`config.mk`:
```
export PLATFORM = sky130hd
export DESIGN_NAME = alu_pipe_flat
export DESIGN_NICKNAME = d
export VERILOG_FILES = /design/src/rtl/alu_pipe_if.sv /design/src/rtl/alu_pipe.sv /design/src/flat_wrapper.sv
export SDC_FILE = /design/constraint.sdc
export NUM_CORES = 1
export LEC_CHECK = 0
export CAP_MARGIN = 20
export CORE_MARGIN = 4
export CORE_UTILIZATION = 25
export CTS_CLUSTER_SIZE = 12
export DETAILED_ROUTE_END_ITERATION = 7
export GPL_TIMING_DRIVEN = 0
export SLEW_MARGIN = 20
export SYNTH_ARGS = -nofsm -noshare
export SYNTH_HDL_FRONTEND = slang
export SYNTH_SLANG_ARGS = --single-unit
```
`constraint.sdc`:
```
create_clock -name clk -period 6.1 [get_ports clk]
set_input_delay 0.915 -clock clk [delete_from_list [all_inputs] [get_ports clk]]
set_output_delay 0.915 -clock clk [all_outputs]
set_load 0.1 [all_outputs]
```
`src/rtl/alu_pipe_if.sv`:
```
// rtl/alu_pipe_if.sv - operand/result handshake bundle for alu_pipe
interface alu_pipe_if #(
  parameter int WIDTH = 8
);
  logic             in_valid;
  logic             in_ready;
  logic [WIDTH-1:0] A;
  logic [WIDTH-1:0] B;
  logic [2:0]       opcode;
  logic             out_valid;
  logic             out_ready;
  logic [WIDTH-1:0] result;
  logic             carry;
  logic             zero;
  logic             neg;
  logic             ovf;

  modport master (
    output in_valid, A, B, opcode, out_ready,
    input  in_ready, out_valid, result, carry, zero, neg, ovf
  );

  modport slave (
    input  in_valid, A, B, opcode, out_ready,
    output in_ready, out_valid, result, carry, zero, neg, ovf
  );
endinterface

```
`src/rtl/alu_pipe.sv`:
```
// rtl/alu_pipe.sv - handshaked ALU with registered result/flags and shift-add multiply
module alu_pipe #(
  parameter int WIDTH = 8
) (
  input  logic     clk,
  input  logic     rst,
  alu_pipe_if.slave bus
);

  localparam int CNT_W = $clog2(WIDTH);

  localparam logic [2:0] OP_ADD  = 3'b000;
  localparam logic [2:0] OP_SUB  = 3'b001;
  localparam logic [2:0] OP_AND  = 3'b010;
  localparam logic [2:0] OP_OR   = 3'b011;
  localparam logic [2:0] OP_XOR  = 3'b100;
  localparam logic [2:0] OP_NOT  = 3'b101;
  localparam logic [2:0] OP_ADDC = 3'b110;
  localparam logic [2:0] OP_MUL  = 3'b111;

  typedef enum logic {S_IDLE = 1'b0, S_MUL = 1'b1} state_t;

  state_t             state_q, state_d;
  logic               out_valid_q, out_valid_d;
  logic [WIDTH-1:0]   result_q, result_d;
  logic               carry_q, carry_d;
  logic               zero_q, zero_d;
  logic               neg_q, neg_d;
  logic               ovf_q, ovf_d;
  logic               c_q, c_d;
  logic [CNT_W-1:0]   cnt_q, cnt_d;
  logic [2*WIDTH-1:0] acc_q, acc_d;
  logic [2*WIDTH-1:0] mcand_q, mcand_d;
  logic [WIDTH-1:0]   mplier_q, mplier_d;

  logic               accept;
  logic               cin;
  logic [WIDTH:0]     sum_ext;
  logic [WIDTH:0]     diff_ext;
  logic [2*WIDTH-1:0] acc_step;

  logic               load;
  logic [WIDTH-1:0]   ld_r;
  logic               ld_c;
  logic               ld_v;
  logic               ld_upd;

  // A new beat is only taken when idle and the output slot is free or draining this cycle.
  assign bus.in_ready = !rst && (state_q == S_IDLE) && (!out_valid_q || bus.out_ready);
  assign accept       = bus.in_valid && bus.in_ready;

  assign cin      = (bus.opcode == OP_ADDC) ? c_q : 1'b0;
  assign sum_ext  = {1'b0, bus.A} + {1'b0, bus.B} + {{WIDTH{1'b0}}, cin};
  assign diff_ext = {1'b0, bus.A} - {1'b0, bus.B};
  assign acc_step = acc_q + (mplier_q[0] ? mcand_q : '0);

  assign bus.out_valid = out_valid_q;
  assign bus.result    = result_q;
  assign bus.carry     = carry_q;
  assign bus.zero      = zero_q;
  assign bus.neg       = neg_q;
  assign bus.ovf       = ovf_q;

  // Next-state: FSM transitions, multiply iteration and output-register load.
  always_comb begin
    state_d     = state_q;
    out_valid_d = out_valid_q;
    result_d    = result_q;
    carry_d     = carry_q;
    zero_d      = zero_q;
    neg_d       = neg_q;
    ovf_d       = ovf_q;
    c_d         = c_q;
    cnt_d       = cnt_q;
    acc_d       = acc_q;
    mcand_d     = mcand_q;
    mplier_d    = mplier_q;
    load        = 1'b0;
    ld_r        = '0;
    ld_c        = 1'b0;
    ld_v        = 1'b0;
    ld_upd      = 1'b0;

    if (out_valid_q && bus.out_ready) begin
      out_valid_d = 1'b0;
    end

    case (state_q)
      S_IDLE: begin
        if (accept) begin
          case (bus.opcode)
            OP_ADD, OP_ADDC: begin
              load   = 1'b1;
              ld_r   = sum_ext[WIDTH-1:0];
              ld_c   = sum_ext[WIDTH];
              ld_v   = (bus.A[WIDTH-1] == bus.B[WIDTH-1]) && (sum_ext[WIDTH-1] != bus.A[WIDTH-1]);
              ld_upd = 1'b1;
            end
            OP_SUB: begin
              load   = 1'b1;
              ld_r   = diff_ext[WIDTH-1:0];
              ld_c   = diff_ext[WIDTH];
              ld_v   = (bus.A[WIDTH-1] != bus.B[WIDTH-1]) && (diff_ext[WIDTH-1] != bus.A[WIDTH-1]);
              ld_upd = 1'b1;
            end
            OP_AND: begin
              load = 1'b1;
              ld_r = bus.A & bus.B;
            end
            OP_OR: begin
              load = 1'b1;
              ld_r = bus.A | bus.B;
            end
            OP_XOR: begin
              load = 1'b1;
              ld_r = bus.A ^ bus.B;
            end
            OP_NOT: begin
              load = 1'b1;
              ld_r = ~bus.A;
            end
            OP_MUL: begin
              state_d  = S_MUL;
              acc_d    = '0;
              mcand_d  = {{WIDTH{1'b0}}, bus.A};
              mplier_d = bus.B;
              cnt_d    = '0;
            end
            default: ;
          endcase
        end
      end
      S_MUL: begin
        acc_d    = acc_step;
        mcand_d  = mcand_q << 1;
        mplier_d = mplier_q >> 1;
        cnt_d    = cnt_q + CNT_W'(1);
        if (cnt_q == CNT_W'(WIDTH - 1)) begin
          load    = 1'b1;
          ld_r    = acc_step[WIDTH-1:0];
          ld_c    = |acc_step[2*WIDTH-1:WIDTH];
          ld_upd  = 1'b1;
          state_d = S_IDLE;
          cnt_d   = '0;
        end
      end
      default: state_d = S_IDLE;
    endcase

    if (load) begin
      out_valid_d = 1'b1;
      result_d    = ld_r;
      carry_d     = ld_c;
      zero_d      = (ld_r == '0);
      neg_d       = ld_r[WIDTH-1];
      ovf_d       = ld_v;
      if (ld_upd) begin
        c_d = ld_c;
      end
    end
  end

  // State register; reset also aborts any multiply in flight.
  always_ff @(posedge clk) begin
    if (rst) begin
      state_q     <= S_IDLE;
      out_valid_q <= 1'b0;
      result_q    <= '0;
      carry_q     <= 1'b0;
      zero_q      <= 1'b0;
      neg_q       <= 1'b0;
      ovf_q       <= 1'b0;
      c_q         <= 1'b0;
      cnt_q       <= '0;
      acc_q       <= '0;
      mcand_q     <= '0;
      mplier_q    <= '0;
    end else begin
      state_q     <= state_d;
      out_valid_q <= out_valid_d;
      result_q    <= result_d;
      carry_q     <= carry_d;
      zero_q      <= zero_d;
      neg_q       <= neg_d;
      ovf_q       <= ovf_d;
      c_q         <= c_d;
      cnt_q       <= cnt_d;
      acc_q       <= acc_d;
      mcand_q     <= mcand_d;
      mplier_q    <= mplier_d;
    end
  end

endmodule
```
`src/flat_wrapper.sv`:
```
// flat-port wrapper written by rule: the top's interface ports become plain ports
module alu_pipe_flat 
#(
  parameter int WIDTH = 8
)
  (clk, rst, bus_in_valid, bus_A, bus_B, bus_opcode, bus_out_ready, bus_in_ready, bus_out_valid, bus_result, bus_carry, bus_zero, bus_neg, bus_ovf);
  alu_pipe_if #(.WIDTH(WIDTH)) bus_i ();
  input  logic clk;
  input  logic rst;
  input wire logic [$bits(bus_i.in_valid)-1:0] bus_in_valid;
  input wire logic [$bits(bus_i.A)-1:0] bus_A;
  input wire logic [$bits(bus_i.B)-1:0] bus_B;
  input wire logic [$bits(bus_i.opcode)-1:0] bus_opcode;
  input wire logic [$bits(bus_i.out_ready)-1:0] bus_out_ready;
  output wire logic [$bits(bus_i.in_ready)-1:0] bus_in_ready;
  output wire logic [$bits(bus_i.out_valid)-1:0] bus_out_valid;
  output wire logic [$bits(bus_i.result)-1:0] bus_result;
  output wire logic [$bits(bus_i.carry)-1:0] bus_carry;
  output wire logic [$bits(bus_i.zero)-1:0] bus_zero;
  output wire logic [$bits(bus_i.neg)-1:0] bus_neg;
  output wire logic [$bits(bus_i.ovf)-1:0] bus_ovf;
  assign bus_i.in_valid = bus_in_valid;
  assign bus_i.A = bus_A;
  assign bus_i.B = bus_B;
  assign bus_i.opcode = bus_opcode;
  assign bus_i.out_ready = bus_out_ready;
  assign bus_in_ready = bus_i.in_ready;
  assign bus_out_valid = bus_i.out_valid;
  assign bus_result = bus_i.result;
  assign bus_carry = bus_i.carry;
  assign bus_zero = bus_i.zero;
  assign bus_neg = bus_i.neg;
  assign bus_ovf = bus_i.ovf;
  alu_pipe #(.WIDTH(WIDTH)) u_core (.clk(clk), .rst(rst), .bus(bus_i));
endmodule
```
==> results.sh, run 1 <==
export IMPL_status="finished clean"
export IMPL_rows=49
export IMPL_period_needed_ns=4.63
export IMPL_synth_cell_types=71
export IMPL_worst_slack_ns=1.47
export IMPL_start_util=0.255
export IMPL_cts_tree="built"
export IMPL_tightest_slew_ns=0.996
export IMPL_cts_root_buf="clkbuf_16"
export IMPL_drv_slew=0
export IMPL_area_growth_pct=21.1
export IMPL_clk_latency_ns=0.33
export IMPL_power_density_nw_per_um2=210
export IMPL_syn_cell_area_sq_um=4570
export IMPL_slew_headroom=0.334
export IMPL_post_cts_resized=0
export IMPL_dr_pass1_iters=4
export IMPL_die_area_sq_um=20500
export IMPL_drc=0
export IMPL_clkSinkCount=57
export IMPL_worst_setup_path_type="in2reg"
export IMPL_drive_above_1_share=0.0587
export IMPL_startpoint_type="primary input"
export IMPL_ant_nets=0
export IMPL_clock_power_share=0.477
export IMPL_ys_async_sr_fraction=0
export IMPL_grt_max_degree=13
export IMPL_hold_violations=0
export IMPL_dpl_hpwl_um=11000
export IMPL_drt_iter0_drc=402
export IMPL_multi_input_area_sq_um=3170
export IMPL_post_place_ws_ns=1.17
export IMPL_n_fill_cell=1936
export IMPL_ios=37
export IMPL_slowest_delay_ns=0.53
export IMPL_clk_pin_slew_ns=0.06
export IMPL_synth_most_common_cell="nor2_1"
export IMPL_crit_arrival_ns=4.90
export IMPL_vias=4592
export IMPL_drt_wl_total_um=14300
export IMPL_numCtsBuffers=9
export IMPL_power_frac_seq=0.328
export IMPL_hold_path_class="reg2reg"
export IMPL_clk_path_buf_depth=2
export IMPL_yosysWarnings=0
export IMPL_setup_tns_ns=0
export IMPL_h_tree_depth=3
export IMPL_synth_seq_cells=57
export IMPL_synth_top_area_cell="dfxtp_1"
export IMPL_grt_pass1_vias=4260
export IMPL_fmax_ghz=0.216
export IMPL_gp_congestion=0.880
export IMPL_ys_top_cells_by_count="nor2_1, a21oi_1, nand2_1, dfxtp_1, ha_1"
export IMPL_synth_nets=681
export IMPL_regArea_sq_um=1140
export IMPL_grt_pass1_wl_um=23100
export IMPL_fin_crit_sh=0.759
export IMPL_track_usage=0.141
export IMPL_rsz0062_at_grt="false"
export IMPL_coreArea_sq_um=18000
export IMPL_p_leak_uw=0.00217
export IMPL_diodes=0
export IMPL_antenna_found_initial=0
export IMPL_postCtsSetupBuffers=0
export IMPL_switching_share=0.300
export IMPL_synth_area_per_cell_sq_um=7.46
export IMPL_synth_flop_cell="dfxtp_1"
export IMPL_die_h_um=143
export IMPL_die_width_um=143
export IMPL_nNetsFinal=727
export IMPL_synth_seq_area_share=0.250
export IMPL_setup_viol=0
export IMPL_ir_drop_uv=134
export IMPL_cts_hold_buf=0
export IMPL_synth_edff_count=0
export IMPL_end_kind="flip-flop"
export IMPL_slowest_stage="fa_1"
export IMPL_comb_power_share=0.195
export IMPL_wire_per_inst_um=16.0
export IMPL_p_int_uw=816
export IMPL_port_buffers=35
export IMPL_synth_top_area_share=0.250
export IMPL_skew_ns=0.00874
export IMPL_viasPerCell=5.14
export IMPL_overflow=0
export IMPL_synthCells=613
export IMPL_p_switching_uw=349
export IMPL_power_total_uw=1170
export IMPL_critPathMaxFanout=10
export IMPL_crit_chain="clkdlybuf4s50_1 > buf_4 > buf_4 > nor2b_1 > nand3_1 > fa_1 > fa_1 > a21oi_1 > mux4_2 > a32o_1 > nor3_1 > and4_1 > and3_1 > a22o_1"
export IMPL_synth_area_leaders="dfxtp_1, ha_1, a21oi_1, nor2_1, nand2_1"
export IMPL_required_ns=6.37
export IMPL_maxCapViolCount=0
[power groups by stage]
stage | Clock, uW | Combinational (uW) | Sequential [uW]
5_1_grt | 578 | 248 | 383
4_1_cts | 564 | 225 | 382
3_5_place_dp | 0 | 224 | 390
3_3_place_gp | 0 | 224 | 391
2_1_floorplan | 0 | 121 | 421
6_report | 555 | 228 | 382
[per-stage QoR]
stage	util	instance area [sq um]	hold slack (ns)	cells
4_1_cts	0.308	5540	0.455	893
3_3_place_gp	0.290	5210	0.444	877
2_1_floorplan	-	4570	0.437	613
3_5_place_dp	0.290	5210	0.448	877
5_1_grt	0.308	5540	0.476	893
6_report	0.308	5540	0.453	893
[state kept, by name (all words and copies together) (netlist names)]
register,flops
u_core.cnt_q,3
u_core.mcand_q,16
u_core.bus.ovf,1
u_core.bus.result,8
u_core.c_q,1
u_core.acc_q,16
u_core.state_q,1
u_core.mplier_q,8
u_core.bus.carry,1
u_core.bus.out_valid,1
u_core.bus.zero,1
[critical path: cells and delay by family]
kind | cells | cell delay [ns]
adder cells (fa/ha/maj) | 2 | 0.97
AO/OA/AOI/OAI | 3 | 0.45
multiplexers | 1 | 0.48
buffers and inverters | 3 | 0.89
AND/OR/NAND/NOR | 5 | 1.18
[layer usage]
layer  up-vias  GRT usage  wire [um]
met5         -          0          0
met2       153      0.215       6170
li1       2283          -          -
met4         0     0.0352        228
met1      2139      0.204       6980
met3        17     0.0305        925
[placed cells by master (no fill, tap or decap), types with 5 or more instances in the layout]
master,n
dfxtp_1,57
o21a_1,7
nor2b_1,12
inv_1,25
nand2b_1,11
xnor2_1,12
a22oi_1,18
o21ai_0,22
a21oi_1,74
nor3_1,13
nand3_1,11
xor2_1,5
clkbuf_16,9
buf_2,7
nor2_1,81
clkbuf_1,22
and2_1,20
clkdlybuf4s50_1,35
ha_1,41
o211ai_1,6
nand3b_1,5
a31oi_1,5
nand2_1,69
[layout make-up]
class,count,area share
multi-input combinational,495,0.572
clock buffer,9,0.0407
tap,229,0.0517
sequential,57,0.206
clock inverter,7,0.0185
buffer,35,0.0300
timing repair buffer,35,0.0633
inverter,26,0.0176
[cells by family (layout without fill, tap and decap cells)]
kind of cell | after synthesis | count (layout) | synth area share
AOI/OAI and AO/OA | 186 | 186 | 0.269
xor gates and xnor gates | 17 | 17 | 0.0326
adders and majority gates | 45 | 45 | 0.130
buffers and inverters | 61 | 112 | 0.0577
DFF | 57 | 57 | 0.250
muxes | 3 | 3 | 0.00930
and+or+nand+nor | 244 | 244 | 0.253
[path summary, 6_finish.rpt]
path,from,endpoint,slack (ns),cells past startpoint
min,u_core.bus.result[4],u_core.bus.result[4],0.45,2
max,bus_opcode[2],u_core.bus.zero,1.47,14
min reg2reg,u_core.bus.result[4],u_core.bus.result[4],0.45,2
max reg2reg,u_core.mplier_q[0],u_core.bus.carry,2.42,12
Power figures use the tool's default switching activity.
==> inputs of run 2 (changes only) <==
Clock period 6.1 ns to 3.9 ns, I/O delays scaled along.
==> results.sh, run 2 (same netlist as run 1, synthesis figures left out) <==
export IMPL_final_cell_mix="nor2_1, a21oi_1, nand2_1"
export IMPL_ios=37
export IMPL_die_width_um=143
export IMPL_power_density_nw_per_um2=326
export IMPL_tightest_slew_ns=0.995
export IMPL_cts_root_buf="clkbuf_16"
export IMPL_rows=49
export IMPL_h_tree_depth=3
export IMPL_drc=0
export IMPL_nNetsFinal=729
export IMPL_diodes=0
export IMPL_cts_tree="built"
export IMPL_status="finished clean"
export IMPL_maxCapViolCount=0
export IMPL_start_util=0.255
export IMPL_hold_violations=0
export IMPL_die_area_sq_um=20500
export IMPL_required_ns=4.17
export IMPL_clk_latency_ns=0.33
export IMPL_fmax_ghz=0.268
export IMPL_worst_setup_path_type="in2reg"
export IMPL_coreArea_sq_um=18000
export IMPL_drt_wl_total_um=14300
export IMPL_setup_viol=0
export IMPL_area_growth_pct=22.5
export IMPL_slowest_delay_ns=0.55
export IMPL_layout_commonest_cell="nor2_1"
export IMPL_track_usage=0.142
export IMPL_viasPerCell=5.15
export IMPL_die_h_um=143
export IMPL_numCtsBuffers=9
export IMPL_fin_util=0.312
export IMPL_crit_arrival_ns=4.00
export IMPL_critPathMaxFanout=6
export IMPL_grt_max_degree=13
export IMPL_p_leak_uw=0.00221
export IMPL_ant_nets=0
export IMPL_setup_tns_ns=0
export IMPL_wire_per_inst_um=16.0
export IMPL_reg_top3="u_core.acc_q (16), u_core.mcand_q (16)"
export IMPL_hold_path_class="reg2reg"
export IMPL_gp_congestion=0.880
export IMPL_dr_pass1_iters=5
export IMPL_crit_chain="clkdlybuf4s50_1 > buf_8 > nor2b_4 > nand3_2 > fa_2 > fa_1 > a21oi_1 > mux4_2 > a32o_1 > nor3_2 > and4_1 > and3_1 > a22o_1"
export IMPL_clk_path_buf_depth=2
export IMPL_clkSinkCount=57
export IMPL_grt_pass1_wl_um=23100
export IMPL_period_needed_ns=3.73
export IMPL_overflow=0
export IMPL_dpl_hpwl_um=11000
export IMPL_startpoint_type="primary input"
export IMPL_antenna_found_initial=0
export IMPL_skew_ns=0.00895
export IMPL_ir_drop_uv=210
export IMPL_vias=4611
export IMPL_slew_headroom=0.334
export IMPL_drt_iter0_drc=418
export IMPL_port_buffers=35
export IMPL_drv_slew=0
export IMPL_grt_pass1_vias=4253
export IMPL_fin_crit_sh=0.956
export IMPL_slowest_stage="clkdlybuf4s50_1"
export IMPL_rsz0062_at_grt="false"
export IMPL_end_kind="flip-flop"
export IMPL_drive_above_1_share=0.0706
export IMPL_clk_pin_slew_ns=0.05
-- run 2: changes by cell type in the layout (fill, tap and decap cells not counted), sizes merged --
cell           delta
buf               +2
dlymetal6s2s      +1
clkdlybuf4s50     -1
-- run 2: layer usage --
metal	part of all wire	GRT usage
met1	0.49	0.204
met2	0.43	0.215
met3	0.061	0.0305
met4	0.016	0.0352
met5	0	0
-- run 2: layout make-up --
class	instances	area, sq um
fill	1925	12400
buffer	34	170
timing repair buffer	38	375
tap	229	287
sequential	57	1140
inverter	26	97.6
clock inverter	7	103
multi-input combinational	495	3200
clock buffer	9	225
-- run 2: final timing paths --
check                                          start                    to  slack, ns  cells past startpoint
worst max-delay path                   bus_opcode[2]       u_core.bus.zero       0.17                     13
worst min-delay path            u_core.bus.result[4]  u_core.bus.result[4]       0.45                      2
worst max register to register    u_core.mplier_q[0]            u_core.c_q       0.27                     12
worst min register to register  u_core.bus.result[4]  u_core.bus.result[4]       0.45                      2
-- run 2: stage by stage --
step                      instances  hold WS, ns  instance area [sq um]  setup slack [ns]  total power [uW]
after floorplan                 613        0.437                   4570             0.433               849
after global placement          877        0.444                   5210            -0.680               961
after detailed placement        877        0.448                   5210            -0.696               961
after CTS                       894        0.455                   5570            0.0188              1840
after global routing            895        0.476                   5600            0.0198              1900
final                           895        0.453                   5600             0.171              1830
-- run 2: what timing repair did --
item                                    4_1_cts  5_1_grt
gates resized for setup                       7        6
endpoints found under the setup margin        4        4
pin swaps                                     2        2
buffers inserted                              1        2
hold buffers                                  0        0
-- run 2: critical path, delay by kind of cell --
family                     cells  cell delay (ns)
AOI/OAI and AO/OA              3             0.45
adders and majority gates      2             0.94
buffers and inverters          2             0.69
muxes                          1             0.48
and+or+nand+nor                5             0.85
-- run 2: where the power goes --
group          internal (uW)  total (uW)  switching [uW]
Sequential               592         598            5.87
Combinational            124         362             238
Clock                    564         868             303
==> inputs of run 3 (changes only) <==
==> constraint.sdc (replaced) <==
create_clock -name clk -period 3.9 [get_ports clk]
set_input_delay 0.585 -clock clk [delete_from_list [all_inputs] [get_ports clk]]
set_output_delay 0.585 -clock clk [all_outputs]
set_load 0.02 [all_outputs]
==> results of run 3 <==
The final DEF is identical to that of run 2. Status: finished clean.
Among the figures that moved: total power 1830 uW -> 1780 uW
